[src/rtl/reversible_pkg.sv]
// Shared definitions for the reversible-logic datapath: default width,
// data word type and the golden Toffoli reference function.
package reversible_pkg;

    localparam int DATA_W = 32;

    typedef logic [DATA_W-1:0] data_t;

    // Golden CCNOT over a whole word: returns {p, q, r} = {a, b, c ^ (a & b)}.
    function automatic logic [3*DATA_W-1:0] toffoli_ref(
        input data_t a,
        input data_t b,
        input data_t c
    );
        return {a, b, c ^ (a & b)};
    endfunction

endpackage

[src/rtl/toffoli_cell.sv]
// One-bit combinational Toffoli (CCNOT) cell: controls pass through,
// target flips when both controls are set.
module toffoli_cell (
    input  logic a,
    input  logic b,
    input  logic c,
    output logic p,
    output logic q,
    output logic r
);

    assign p = a;
    assign q = b;
    assign r = c ^ (a & b);

endmodule

[src/rtl/toffoli_gate_reg.sv]
// Registered bit-parallel Toffoli gate. WIDTH independent cells feed a
// PIPE_STAGES-deep register pipeline carrying the {P,Q,R} triple together,
// so all three outputs always come from the same sampled input edge.
// PIPE_STAGES is intended to be 1..4.
module toffoli_gate_reg
    import reversible_pkg::*;
#(
    parameter int WIDTH       = DATA_W,
    parameter int PIPE_STAGES = 1
) (
    input  logic             clk,
    input  logic             rst,
    input  logic [WIDTH-1:0] A,
    input  logic [WIDTH-1:0] B,
    input  logic [WIDTH-1:0] C,
    output logic [WIDTH-1:0] P,
    output logic [WIDTH-1:0] Q,
    output logic [WIDTH-1:0] R
);

    localparam int PAYLOAD_W = 3 * WIDTH;

    logic [WIDTH-1:0] p_s;
    logic [WIDTH-1:0] q_s;
    logic [WIDTH-1:0] r_s;

    // chain_s[0] is the combinational cell result; chain_s[k] is the
    // output of register stage k.
    logic [PIPE_STAGES:0][PAYLOAD_W-1:0] chain_s;

    genvar gi;
    generate
        for (gi = 0; gi < WIDTH; gi++) begin : gen_cell
            toffoli_cell u_cell (
                .a (A[gi]),
                .b (B[gi]),
                .c (C[gi]),
                .p (p_s[gi]),
                .q (q_s[gi]),
                .r (r_s[gi])
            );
        end
    endgenerate

    assign chain_s[0] = {p_s, q_s, r_s};

    genvar gs;
    generate
        for (gs = 0; gs < PIPE_STAGES; gs++) begin : gen_stage
            logic [PAYLOAD_W-1:0] data_r;

            // Pipeline stage register; reset discards any in-flight word.
            always_ff @(posedge clk) begin
                if (rst) begin
                    data_r <= {PAYLOAD_W{1'b0}};
                end else begin
                    data_r <= chain_s[gs];
                end
            end

            assign chain_s[gs+1] = data_r;
        end
    endgenerate

    assign {P, Q, R} = chain_s[PIPE_STAGES];

endmodule

[config.mk]
export PLATFORM = sky130hd
export DESIGN_NAME = toffoli_gate_reg
export DESIGN_NICKNAME = d
export VERILOG_FILES = /design/src/rtl/reversible_pkg.sv /design/src/rtl/toffoli_cell.sv /design/src/rtl/toffoli_gate_reg.sv
export SDC_FILE = /design/constraint.sdc
export NUM_CORES = 1
export LEC_CHECK = 0
export CAP_MARGIN = 40
export CELL_PAD_IN_SITES_DETAIL_PLACEMENT = 0
export CELL_PAD_IN_SITES_GLOBAL_PLACEMENT = 1
export CORE_MARGIN = 2
export CORE_UTILIZATION = 26
export DETAILED_ROUTE_END_ITERATION = 10
export PLACE_DENSITY_LB_ADDON = 0.1
export SETUP_SLACK_MARGIN = 0.15
export SKIP_CTS_REPAIR_TIMING = 1
export SYNTH_ARGS = -nofsm -noshare
export SYNTH_HDL_FRONTEND = slang
export SYNTH_SLANG_ARGS = --single-unit
[constraint.sdc]
create_clock -name clk -period 1.08 [get_ports clk]
set_clock_uncertainty 0.2 [all_clocks]
set_input_delay 0.216 -clock clk [delete_from_list [all_inputs] [get_ports clk]]
set_output_delay 0.216 -clock clk [all_outputs]
set_load 0.05 [all_outputs]
==> results of run 1 <==
==> cell usage in the layout, fill, tap and decap left out <==
master	n
buf_2	1
diode_2	1
a21oi_1	8
buf_12	99
bufinv_16	1
dfxtp_2	96
a21bo_2	32
clkbuf_16	9
a21oi_2	24
clkdlybuf4s50_1	31
clkinv_2	2
clkbuf_8	3
nor2b_1	64
nand3b_1	32
dlymetal6s2s_1	65
==> metrics by stage <==
step	setup WS, ns	instance area (um^2)
2_1_floorplan	0.210	3240
3_3_place_gp	-0.209	6290
3_5_place_dp	-0.241	6290
4_1_cts	-0.177	6600
5_1_grt	-0.187	6860
6_report	-0.150	6860
==> cell usage after synthesis <==
cell and number:
nor2b_1 64, nand3b_1 32, buf_4 1, buf_6 4, buf_2 5, a21oi_1 32
dfxtp_1 96, a21bo_2 32
==> worst paths after layout <==
path | start | slack, ns | cells after the start | end
worst max-delay path | gen_stage[0].data_r[1]$_SDFF_PP0_ | -0.15 | 1 | R[1]
worst min-delay path | B[1] | -0.04 | 2 | gen_stage[0].data_r[33]$_SDFF_PP0_
==> area by class of cell <==
cell class | count | area, um^2 | area share, %
repair buffers | 196 | 3110 | 45.4
diodes | 1 | 2.50 | 0.0365
well taps | 147 | 184 | 2.68
clock buffers | 12 | 267 | 3.89
clock inverters | 3 | 40.0 | 0.584
flip-flops and latches | 96 | 2040 | 29.8
multi-input cells | 160 | 1210 | 17.7
==> layer usage <==
metal,part of all wire [%],wire [um],vias up,GRT usage [%]
li1,-,-,1288,-
met1,37,3140,1197,13.5
met2,50,4240,110,21.4
met3,11,926,11,5.90
met4,2.1,176,0,6.83
met5,0,0,-,0
==> power groups by stage <==
stage          clock network (W)  logic [W]  registers [W]
5_1_grt                  0.00353    0.00243        0.00398
6_report                 0.00323    0.00234        0.00396
3_3_place_gp                   0    0.00233        0.00403
4_1_cts                  0.00338    0.00235        0.00396
2_1_floorplan                  0   0.000304        0.00466
3_5_place_dp                   0    0.00235        0.00404
==> cell families (layout without fill, tap and decap cells) <==
kind of cell           count (synthesis)  in the layout  share of synthesized area, %
flip-flops                            96             96                          61.6
other                                  0              1                             0
AO/OA/AOI/OAI                         64             64                          15.4
AND/OR/NAND/NOR                       96             96                          20.5
buffers and inverters                 10            211                          2.49
==> impl_metrics.env, run 1 <==
export IMPL_outcome="finished, violations left"
export IMPL_violations="hold timing, setup timing"
export IMPL_relSlewSlack_pct=84.7
export IMPL_dpl_hpwl_um=6540
export IMPL_grt_pass1_vias=2572
export IMPL_synth_area_um2=3120
export IMPL_crit_chain="buf_12"
export IMPL_ys_warn_count=0
export IMPL_initial_core_util_pct=26.3
export IMPL_cts_tree="built"
export IMPL_fin_ws_ns=-0.150
export IMPL_grt_usage_pct=12.8
export IMPL_max_cap_viol_count=0
export IMPL_drtAntennaViolNets=0
export IMPL_rows=40
export IMPL_min_period_ns=1.23
export IMPL_crit_family="flip-flops"
export IMPL_finalPower_w=0.00953
export IMPL_drtIter0Drc=66
export IMPL_port_buffers=193
export IMPL_grt_ovfl_total=0
export IMPL_vias=2606
export IMPL_final_hold_violation_count=59
export IMPL_p_comb_share_pct=24.5
export IMPL_syn_to_final_growth_pct=120
export IMPL_drt_pass1_iterations=3
export IMPL_fillers=1001
export IMPL_synth_nets=364
export IMPL_final_util_pct=57.8
export IMPL_die_y_um=114
export IMPL_synth_top_cell_area_share_pct=61.6
export IMPL_ys_seq_elements=96
export IMPL_gp_congestion=0.694
export IMPL_drive_gt1_share_pct=57.2
export IMPL_powerDensity_nw_per_um2=1390
export IMPL_synthCells=266
export IMPL_clock_sinks=96
export IMPL_dieWidth_um=114
export IMPL_die_area_um2=12900
export IMPL_path_max_fanout=1
export IMPL_core_area_um2=11900
export IMPL_drc=0
export IMPL_critPathCaptureType="output pin"
export IMPL_cpPeakStageDelay_ns=0.35
export IMPL_seq_area_frac_synth_pct=61.6
export IMPL_regMostFlops="gen_stage.data_r"
export IMPL_holdCritPathClass="in2reg"
export IMPL_nets=561
export IMPL_finalNonFillerCells=615
export IMPL_final_max_slew_violation_count=0
export IMPL_wire_per_inst_um=13.8
export IMPL_p_leak_nw=3.21
export IMPL_setup_tns_ns=-13.49
export IMPL_netlist_top_cells_area="dfxtp_1 62%, nor2b_1 13%, a21bo_2 10%"
export IMPL_io_pins=194
export IMPL_place_inst=599
export IMPL_swShare_pct=26.4
export IMPL_power_frac_seq_pct=41.5
export IMPL_clock_root_buffer="clkbuf_16"
export IMPL_grt_setup_unrepaired="true"
export IMPL_antenna_found_initial=1
export IMPL_reg_top3="gen_stage.data_r x96"
export IMPL_routed_wl_um=8490
export IMPL_switchingPower_w=0.00252
export IMPL_setup_viol=96
export IMPL_grt_pass1_wl_um=12700
export IMPL_timing_fmax_ghz=0.813
export IMPL_cts_max_path_buffers=2
export IMPL_intPower_w=0.00701
export IMPL_cpMaxStageDelayCell="dfxtp_2"
export IMPL_synth_avg_cell_area_um2=11.7
export IMPL_fin_crit_sh_pct=114
export IMPL_critPathKind="reg2out"
export IMPL_numCtsBuffers=9
export IMPL_cp_num_buf_inv=1
export IMPL_vdd_drop_max_uv=728
export IMPL_vias_per_cell=4.24
export IMPL_arrival_ns=0.81
export IMPL_pwr_share_clk_pct=33.9
export IMPL_hold_ws_ns=-0.0423
export IMPL_grt_max_degree=44
export IMPL_htreeDepth=3
export IMPL_yosysTopAreaCell="dfxtp_1"
export IMPL_crit_path_start_kind="flip-flop"
export IMPL_worstMarginPinSlew_ns=0.229
export IMPL_yosysUniqueCellTypes=8
export IMPL_clkTransAtPathRegs_ns=0.06
export IMPL_largest_register_ffs=96
export IMPL_crit_required_ns=0.66
(Power assumes the default switching activity.)
==> inputs of run 2 (changes only) <==
--- a/config.mk
+++ b/config.mk
@@ -14,6 +14,7 @@
 export PLACE_DENSITY_LB_ADDON = 0.1
 export SETUP_SLACK_MARGIN = 0.15
 export SKIP_CTS_REPAIR_TIMING = 1
+export SKIP_LAST_GASP = 1
 export SYNTH_ARGS = -nofsm -noshare
 export SYNTH_HDL_FRONTEND = slang
 export SYNTH_SLANG_ARGS = --single-unit
==> results of run 2 <==
The final DEF is identical to that of run 1; final timing and power are the same.
